[config.mk]
export PLATFORM = sky130hd
export DESIGN_NAME = alu_arbiter
export DESIGN_NICKNAME = d
export VERILOG_FILES = /design/src/rtl/alu_arbiter.sv
export SDC_FILE = /design/constraint.sdc
export NUM_CORES = 1
export LEC_CHECK = 0
export CORE_AREA = 2 2 213 215
export DETAILED_ROUTE_END_ITERATION = 10
export DIE_AREA = 0 0 215 217
export PLACE_DENSITY_LB_ADDON = 0.12
export SYNTH_ARGS = -nofsm -noshare
export SYNTH_HDL_FRONTEND = slang
export SYNTH_SLANG_ARGS = --single-unit
[constraint.sdc]
create_clock -name clk -period 4.5 [get_ports clk]
set_input_delay 0.9 -clock clk [delete_from_list [all_inputs] [get_ports clk]]
set_output_delay 0.9 -clock clk [all_outputs]
set_load 0.005 [all_outputs]
[src/rtl/alu_arbiter.sv]
// Two-requester round-robin front end for one shared combinational ALU.
// Runs one operation at a time: accept in IDLE, sample the ALU in EXEC, hold the response in RESP.
module alu_arbiter #(
    parameter int WIDTH = 64
) (
    input  logic               clk,
    input  logic               rst_n,
    input  logic [1:0]         req_valid,
    output logic [1:0]         req_ready,
    input  logic [7:0]         req_op,
    input  logic [2*WIDTH-1:0] req_a,
    input  logic [2*WIDTH-1:0] req_b,
    output logic [3:0]         alu_op,
    output logic [WIDTH-1:0]   alu_a,
    output logic [WIDTH-1:0]   alu_b,
    input  logic [WIDTH-1:0]   alu_result,
    input  logic               alu_zero,
    output logic               rsp_valid,
    input  logic               rsp_ready,
    output logic               rsp_id,
    output logic [WIDTH-1:0]   rsp_result,
    output logic               rsp_zero,
    output logic               rsp_err,
    output logic               busy,
    output logic [15:0]        op_count
);

    typedef enum logic [1:0] {
        IDLE = 2'd0,
        EXEC = 2'd1,
        RESP = 2'd2
    } state_t;

    state_t             r_state;
    state_t             w_state_next;
    logic               r_last_grant;
    logic [3:0]         r_op;
    logic [WIDTH-1:0]   r_a;
    logic [WIDTH-1:0]   r_b;
    logic               r_id;
    logic [WIDTH-1:0]   r_result;
    logic               r_zero;
    logic               r_err;
    logic [15:0]        r_op_count;

    logic               w_accept;
    logic               w_grant_id;
    logic [1:0]         w_req_ready;
    logic               w_legal;
    logic               w_rsp_fire;

    always_comb begin
        case (r_op)
            4'd0, 4'd1, 4'd2, 4'd6, 4'd7, 4'd12: w_legal = 1'b1;
            default:                             w_legal = 1'b0;
        endcase
    end

    // With both requesters valid the one not granted last wins; a lone requester always wins.
    assign w_grant_id = (&req_valid) ? ~r_last_grant : req_valid[1];
    assign w_rsp_fire = (r_state == RESP) && rsp_ready;

    // NOTE: every signal written here gets a default first, so no path can infer a latch.
    always_comb begin
        w_state_next = r_state;
        w_accept     = 1'b0;
        w_req_ready  = 2'b00;
        case (r_state)
            IDLE: begin
                if (|req_valid) begin
                    w_accept     = 1'b1;
                    w_req_ready  = w_grant_id ? 2'b10 : 2'b01;
                    w_state_next = EXEC;
                end
            end
            EXEC:    w_state_next = RESP;
            RESP:    if (rsp_ready) w_state_next = IDLE;
            default: w_state_next = IDLE;
        endcase
    end

    // NOTE: state uses non-blocking assignments so every register samples pre-edge values.
    always_ff @(posedge clk or negedge rst_n) begin
        if (!rst_n) begin
            r_state      <= IDLE;
            r_last_grant <= 1'b1;
            r_op         <= '0;
            r_a          <= '0;
            r_b          <= '0;
            r_id         <= 1'b0;
            r_result     <= '0;
            r_zero       <= 1'b0;
            r_err        <= 1'b0;
            r_op_count   <= '0;
        end else begin
            r_state <= w_state_next;
            if (w_accept) begin
                r_last_grant <= w_grant_id;
                r_id         <= w_grant_id;
                r_op         <= w_grant_id ? req_op[7:4]         : req_op[3:0];
                r_a          <= w_grant_id ? req_a[2*WIDTH-1:WIDTH] : req_a[WIDTH-1:0];
                r_b          <= w_grant_id ? req_b[2*WIDTH-1:WIDTH] : req_b[WIDTH-1:0];
            end
            // Illegal codes never expose whatever the ALU happens to produce.
            if (r_state == EXEC) begin
                r_result <= w_legal ? alu_result : '0;
                r_zero   <= w_legal ? alu_zero   : 1'b1;
                r_err    <= ~w_legal;
            end
            if (w_rsp_fire) begin
                r_op_count <= r_op_count + 16'd1;
            end
        end
    end

    assign req_ready  = w_req_ready;
    assign alu_op     = r_op;
    assign alu_a      = r_a;
    assign alu_b      = r_b;
    assign rsp_valid  = (r_state == RESP);
    assign rsp_id     = r_id;
    assign rsp_result = r_result;
    assign rsp_zero   = r_zero;
    assign rsp_err    = r_err;
    assign busy       = (r_state != IDLE);
    assign op_count   = r_op_count;

endmodule

==> key figures, run 1 <==
Status
  • Status: finished, final reports clean

Clocking
  • Clk sinks: 218
  • Clk slew on worst S/H paths: 0.05 ns
  • CTS tree: yes
  • CTS H-tree lvls: 1
  • Skew-Pair Late Insertion Delay: 0.56 ns
  • Num CTS Buffers: 29
  • Post-CTS Setup Bufs: 0
  • CTS Hold Bufs: 0
  • Clock Tree Root: clkbuf_16
  • CTS resizes: 0
  • CTS Buffer Depth: 3

Floorplan
  • Die Y: between 200 and 250 um
  • Initial Util: 0.1941
  • Std-Cell Core Area: 44700 um2
  • Die area: 46660 um2
  • Site Rows: between 70 and 80
  • Top Ports: around 550
  • Chip Width: 215 um

STA
  • Setup_tns: 0 ns
  • Setup violators final: 0
  • Min Tclk post-route: around 3.3 ns
  • Final worst-path setup slack: roughly 1.2 ns
  • Least-Margin Pin Slew: between 0.8 and 0.9 ns
  • Clock Skew: 0.01339 ns
  • Final period utilization: 0.7290
  • Endpoints failing hold: 0
  • Slew headroom: 0.4447
  • RSZ-0062 raised after global routing: no
  • Hold_ws: 0.4011 ns
  • Max-slew violations: 0
  • Max Freq: about 300 MHz

Synthesis
  • Synth Area in Adders: 0.001442
  • Largest family of logic cells by synthesized area: compound AO/OA/AOI/OAI gates
  • Mux share of post-synthesis cell area: 0.02899
  • Warnings from Yosys: 0
  • Cell count after synthesis: 696
  • Synth Area in XOR/XNOR: 0.01514
  • Synth Area in Compound Gates: 0.2117
  • Syn Area/Cell: 12.47 um2
  • Synth Cell Area: 8676 um2
  • Synth area leader: dfrtp_1
  • Synth Area in Simple Gates: 0.03317
  • Synth area leaders: dfrtp_1 63%, a222oi_1 12%, a22o_1 6.5%, inv_1 4.9%, mux2i_1 2.8%
  • Post-Syn Nets: 1031
  • Top-area cell type share of the netlist area: 0.6259
  • Seq/Total Area, Yosys: 0.6289
  • Synth unique cells: 35
  • Number of synthesized register bits: around 220

Setup path
  • CP Data Required Time: around 3.6 ns
  • Critical Path AT: 2.38 ns
  • Crit path launch type: input port
  • Crit Path Max Fanout: 3
  • WS Path Type: in -> out
  • Crit. End Element: output port

Power
  • VDD IR-drop max: 280.9 uV
  • Design Power: slightly below 10 mW
  • Leakage power: approximately 7.0 nW
  • PwrDens: 626.1 nW/um2

Global route
  • Vias in the first global route: 8442
  • Total GRT Usage: 0.1586
  • Largest net degree at the start of global routing: 101
  • Initial antenna violation count: 4
  • Congestion Overflow GR: 0
  • First-pass GRT wire length: 56400 um

Finish
  • Fin nets: 1568
  • Most common cell after layout, fill and taps aside: clkdlybuf4s50_1
  • Area Overhead vs Synth: 82.78%
  • Commonest non-fill, non-tap cells in the layout: 551 x clkdlybuf4s50_1, 217 x dfrtp_1, 113 x inv_1, 108 x a222oi_1, 64 x a22o_1
  • Filler cells: 4548
  • Fraction of layout cells with a size suffix above 1: 0.05732

Routing
  • Via density: 4.390
  • Wire per inst: 20.79 um
  • Via Count: 8169
  • Antenna violation net count after detailed routing: 0
  • Total Routed Length: just under 40000 um
  • 1st-iter DRT viols: 751
  • DR pass1 iterations: 9
  • DRC: 0

Place
  • Hpwl dp: 28110 um
  • Port Buffers: ~550
  • Dpl ws: 1.044 ns
  • Placer Congestion: 0.7768

Min path
  • HP Class: in -> async

Job
  • Max-cap check violation count: 0
## registers in the layout (all words and copies together), names as in the netlist
register / count
alu_b: 64
rsp_err: 1
r_last_grant: 1
rsp_result: 64
rsp_zero: 1
alu_op: 4
r_state: 2
alu_a: 64
op_count: 16
rsp_id: 1
## final cells by class
class,count,area [um2],share of cell area
antenna,5,12.51,0.0007890
clock buffer,41,850.8,0.05365
clock inverter,13,152.6,0.009626
sequential,218,5456,0.3441
timing repair buffer,564,5658,0.3568
tap,600,750.7,0.04734
multi-input combinational,307,2552,0.1610
inverter,113,424.2,0.02675
## per-layer routing
layer,vias up,global-route usage,wire [um]
met1,4011,0.1881,15100
met2,422,0.2685,18900
met3,44,0.05744,3623
met5,-,0,0
li1,3692,-,-
met4,0,0.04897,1071
## path summary, 6_finish.rpt
| kind | startpoint | endpoint | slack [ns] | depth (start not counted) |
|---|---|---|---|---|
| min in group clk | op_count[15] | op_count[15] | 0.47 | 1 |
| max | req_valid[0] | req_ready[0] | 1.22 | 3 |
| max in group asynchronous | rst_n | rsp_result[50] | 3.23 | 2 |
| min | rst_n | rsp_result[21] | 0.40 | 1 |
| min reg2reg | op_count[15] | op_count[15] | 0.47 | 1 |
| max reg2reg | r_state[1] | alu_a[27] | 1.88 | 6 |
## critical path: stages
cell and delay (ns):
clkdlybuf4s50_1 0.59, and3_4 0.24, clkdlybuf4s50_1 0.65
## power breakdown
group | switching [mW] | internal [mW]
sequential | 0.509 | 2.79
combinational | 1.83 | 2.41
clock | 0.911 | 1.48
## logic make-up (layout without fill, tap and decap cells)
logic type,after synthesis,in the layout
adder cells (fa/ha/maj),1,1
flip-flops,218,218
AO/OA/AOI/OAI,205,205
other,0,5
XOR/XNOR,15,15
multiplexers,25,25
AND/OR/NAND/NOR,61,61
buffers and inverters,171,731
## through the flow
| stage | cell area [um2] | util | std cells |
|---|---|---|---|
| after detailed placement | 14840 | 0.3320 | 1802 |
| after global placement | 14840 | 0.3320 | 1802 |
| after CTS | 15850 | 0.3545 | 1856 |
| final | 15860 | 0.3548 | 1861 |
| after floorplan | 8676 | - | 696 |
| after global routing | 15860 | 0.3547 | 1860 |
## Yosys cell counts, drive strengths merged
cell type	count
clkbuf	26
o21ai	27
nand3b	1
xor2	3
a31oi	1
mux2	1
a21o	2
nand4b	1
and3	1
a21boi	1
nor2b	1
nand4	3
nor2	6
ha	1
dfrtp	217
nor4	2
a22oi	1
nand2b	2
and4b	1
a211o	1
inv	113
buf	32
a222oi	108
xnor2	12
mux2i	24
dfstp	1
and4	1
a22o	64
nand2	32
nand3	9
and2	1
Power figures use the tool's default switching activity.
==> run 2: changes to the inputs <==
--- a/config.mk
+++ b/config.mk
@@ -5,9 +5,9 @@
 export SDC_FILE = /design/constraint.sdc
 export NUM_CORES = 1
 export LEC_CHECK = 0
-export CORE_AREA = 2 2 213 215
+export CORE_AREA = 2 2 215 217
 export DETAILED_ROUTE_END_ITERATION = 10
-export DIE_AREA = 0 0 215 217
+export DIE_AREA = 0 0 217 219
 export PLACE_DENSITY_LB_ADDON = 0.12
 export SYNTH_ARGS = -nofsm -noshare
 export SYNTH_HDL_FRONTEND = slang
==> constraint.sdc (replaced) <==
create_clock -name clk -period 3.3 [get_ports clk]
set_input_delay 0.66 -clock clk [delete_from_list [all_inputs] [get_ports clk]]
set_output_delay 0.66 -clock clk [all_outputs]
set_load 0.005 [all_outputs]
==> key figures, run 2 (synthesis gave the netlist of run 1 again) <==
STA
  • Setup_tns: 0 ns (unchanged)
  • Hold_ws: 0.05032 ns (-0.3508 ns)
  • Min Tclk post-route: 2.780 ns
  • Final period utilization: 0.8425
  • Setup violators final: 0 (unchanged)
  • Clock Skew: 0.02529 ns (+0.01190 ns)
  • Endpoints failing hold: 0 (unchanged)
  • RSZ-0062 raised after global routing: no
  • Max Freq: 359.7 MHz
  • Max-slew violations: 0 (unchanged)
  • Slew headroom: 0.4711 (+0.02640)
  • Least-Margin Pin Slew: 0.7934 ns (-0.03960 ns)

Setup path
  • R2R depth: 5 (-1)
  • Worst reg2reg path startpoint: r_state[1]
  • R2r endpoint: alu_op[1]
  • Critical Path AT: 2.12 ns (-0.26 ns)
  • Crit. End Element: output port
  • WS Path Type: in -> out
  • Crit path launch type: input port
  • R2r setup slk: 1.33 ns (-0.55 ns)
  • Crit Path Max Fanout: 3 (unchanged)
  • CP Data Required Time: 2.64 ns (-0.96 ns)

Clocking
  • CTS resizes: 0 (unchanged)
  • CTS H-tree lvls: 1 (unchanged)
  • CTS Buffer Depth: 3 (unchanged)
  • Clock Tree Root: clkbuf_16
  • Skew-Pair Late Insertion Delay: 0.57 ns (about the same)
  • Num CTS Buffers: 29 (unchanged)
  • CTS tree: yes
  • Clk sinks: 218 (unchanged)
  • Post-CTS Setup Bufs: 0 (unchanged)
  • CTS Hold Bufs: 0 (unchanged)
  • Clk slew on worst S/H paths: 0.05 ns (about the same)

Finish
  • Most common cell after layout, fill and taps aside: clkdlybuf4s50_1
  • Multi-input combinational cell area: 2552 um2 (unchanged)
  • Fin nets: 1567 (-0.064%)
  • Commonest non-fill, non-tap cells in the layout: 551 x clkdlybuf4s50_1, 217 x dfrtp_1, 113 x inv_1, 108 x a222oi_1, 64 x a22o_1
  • Filler cells: 4549 (+0.022%)
  • Final instance area: 15780 um2 (-0.50%)
  • Post-route insts no fill: 1854 (-0.38%)
  • Fraction of layout cells with a size suffix above 1: 0.05196 (-0.005366)
  • Register area: 5456 um2 (unchanged)
  • Area Overhead vs Synth: 81.87%

Power
  • Leakage power: 6.956 nW (-0.62%)
  • PwrDens: 841.3 nW/um2 (+34%)
  • Flop pwr share: 0.338 (+0.006)
  • VDD IR-drop max: 398.4 uV (+42%)
  • Gate power share: 0.437 (+0.010)
  • Sw Ratio: 0.3307 (+0.003663)
  • Net Switching: 4.389 mW (+35%)
  • Clock Power Share: 0.225 (-0.016)
  • Cell Int Power: 8.885 mW (+33%)

Min path
  • HP Class: in -> async

Status
  • Status: finished, final reports clean

Floorplan
  • Top Ports: 553 (unchanged)
  • Site Rows: 78 (unchanged)
  • Std-Cell Core Area: 45090 um2 (+0.87%)
  • Chip Width: 217 um (+0.93%)
  • Die area: 47520 um2 (+1.9%)
  • Die Y: 219 um (+0.92%)
  • Initial Util: 0.1924 (-0.001681)

Routing
  • Wire per inst: 20.50 um (-1.4%)
  • 1st-iter DRT viols: 729 (-2.9%)
  • DR pass1 iterations: 7 (-2)
  • Total Routed Length: 38020 um (-1.8%)
  • Antenna violation net count after detailed routing: 0 (unchanged)
  • Via Count: 8124 (-0.55%)
  • DRC: 0 (unchanged)
  • Via density: 4.382 (-0.18%)

Place
  • Hpwl dp: 26850 um (-4.5%)
  • Placer Congestion: 0.7348 (-5.4%)
  • Cell count after placement: 1801 (-0.055%)
  • Cell Area, Placed: 14870 um2 (+0.20%)
  • Port Buffers: 552 (unchanged)

Global route
  • Largest net degree at the start of global routing: 111 (+9.9%)
  • First-pass GRT wire length: 55370 um (-1.8%)
  • Congestion Overflow GR: 0 (unchanged)
  • Initial antenna violation count: 6 (+2)
  • Vias in the first global route: 8420 (-0.26%)
  • Total GRT Usage: 0.1531 (-0.005537)

Job
  • Max-cap check violation count: 0 (unchanged)
==> run 2: changes by cell type in the layout (fill, tap and decap cells not counted), sizes merged <==
cell,change
inv,-1
bufinv,-3
diode,-2
clkbuf,+2
buf,-1
clkinvlp,-1
clkinv,-1
==> run 2: routing by layer <==
layer	vias up	track usage	wire (um)
li1	3687	-	-
met1	3996	0.1778	14350
met3	53	0.05558	3758
met2	382	0.2637	19010
met5	-	0	42
met4	6	0.04521	857
==> run 2: final cells by class <==
type	instances	area share
Inverter	113	0.02688
Multi-Input combinational cell	307	0.1618
Timing Repair Buffer	563	0.3605
Antenna cell	3	0.0004758
Tap cell	600	0.04758
Clock buffer	43	0.05440
Sequential cell	218	0.3458
Clock inverter	7	0.002617
==> run 2: power by group through the flow <==
| stage | Clock, mW | Combinational [mW] | Sequential [mW] |
|---|---|---|---|
| 5_1_grt | 3.22 | 6.33 | 4.62 |
| 3_3_place_gp | 0 | 5.95 | 4.49 |
| 6_report | 2.98 | 5.81 | 4.49 |
| 3_5_place_dp | 0 | 5.92 | 4.50 |
| 2_1_floorplan | 0 | 2.26 | 4.51 |
| 4_1_cts | 3.11 | 5.95 | 4.49 |
==> run 2: worst max path at each step <==
stage | from | end
finish | req_valid[1] | req_ready[1]
global route | r_state[1] | req_ready[0]
CTS | r_state[1] | req_ready[0]
detailed placement | req_valid[1] | req_ready[1]
global placement | req_valid[1] | req_ready[1]
floorplan | req_valid[1] | req_ready[1]
==> run 2: stage by stage <==
stage | setup slack (ns) | total power, mW | util
4_1_cts | 0.4541 | 13.54 | 0.3498
3_5_place_dp | 0.5140 | 10.42 | 0.3298
3_3_place_gp | 0.5119 | 10.43 | 0.3298
6_report | 0.5199 | 13.27 | 0.3500
5_1_grt | 0.4377 | 14.17 | 0.3500
2_1_floorplan | 1.321 | 6.773 | -
==> run 2: worst max-delay path, cell delays in order <==
cell,delay [ns]
clkdlybuf4s50_1,0.55
a21boi_4,0.21
and2_4,0.17
clkdlybuf4s50_1,0.53
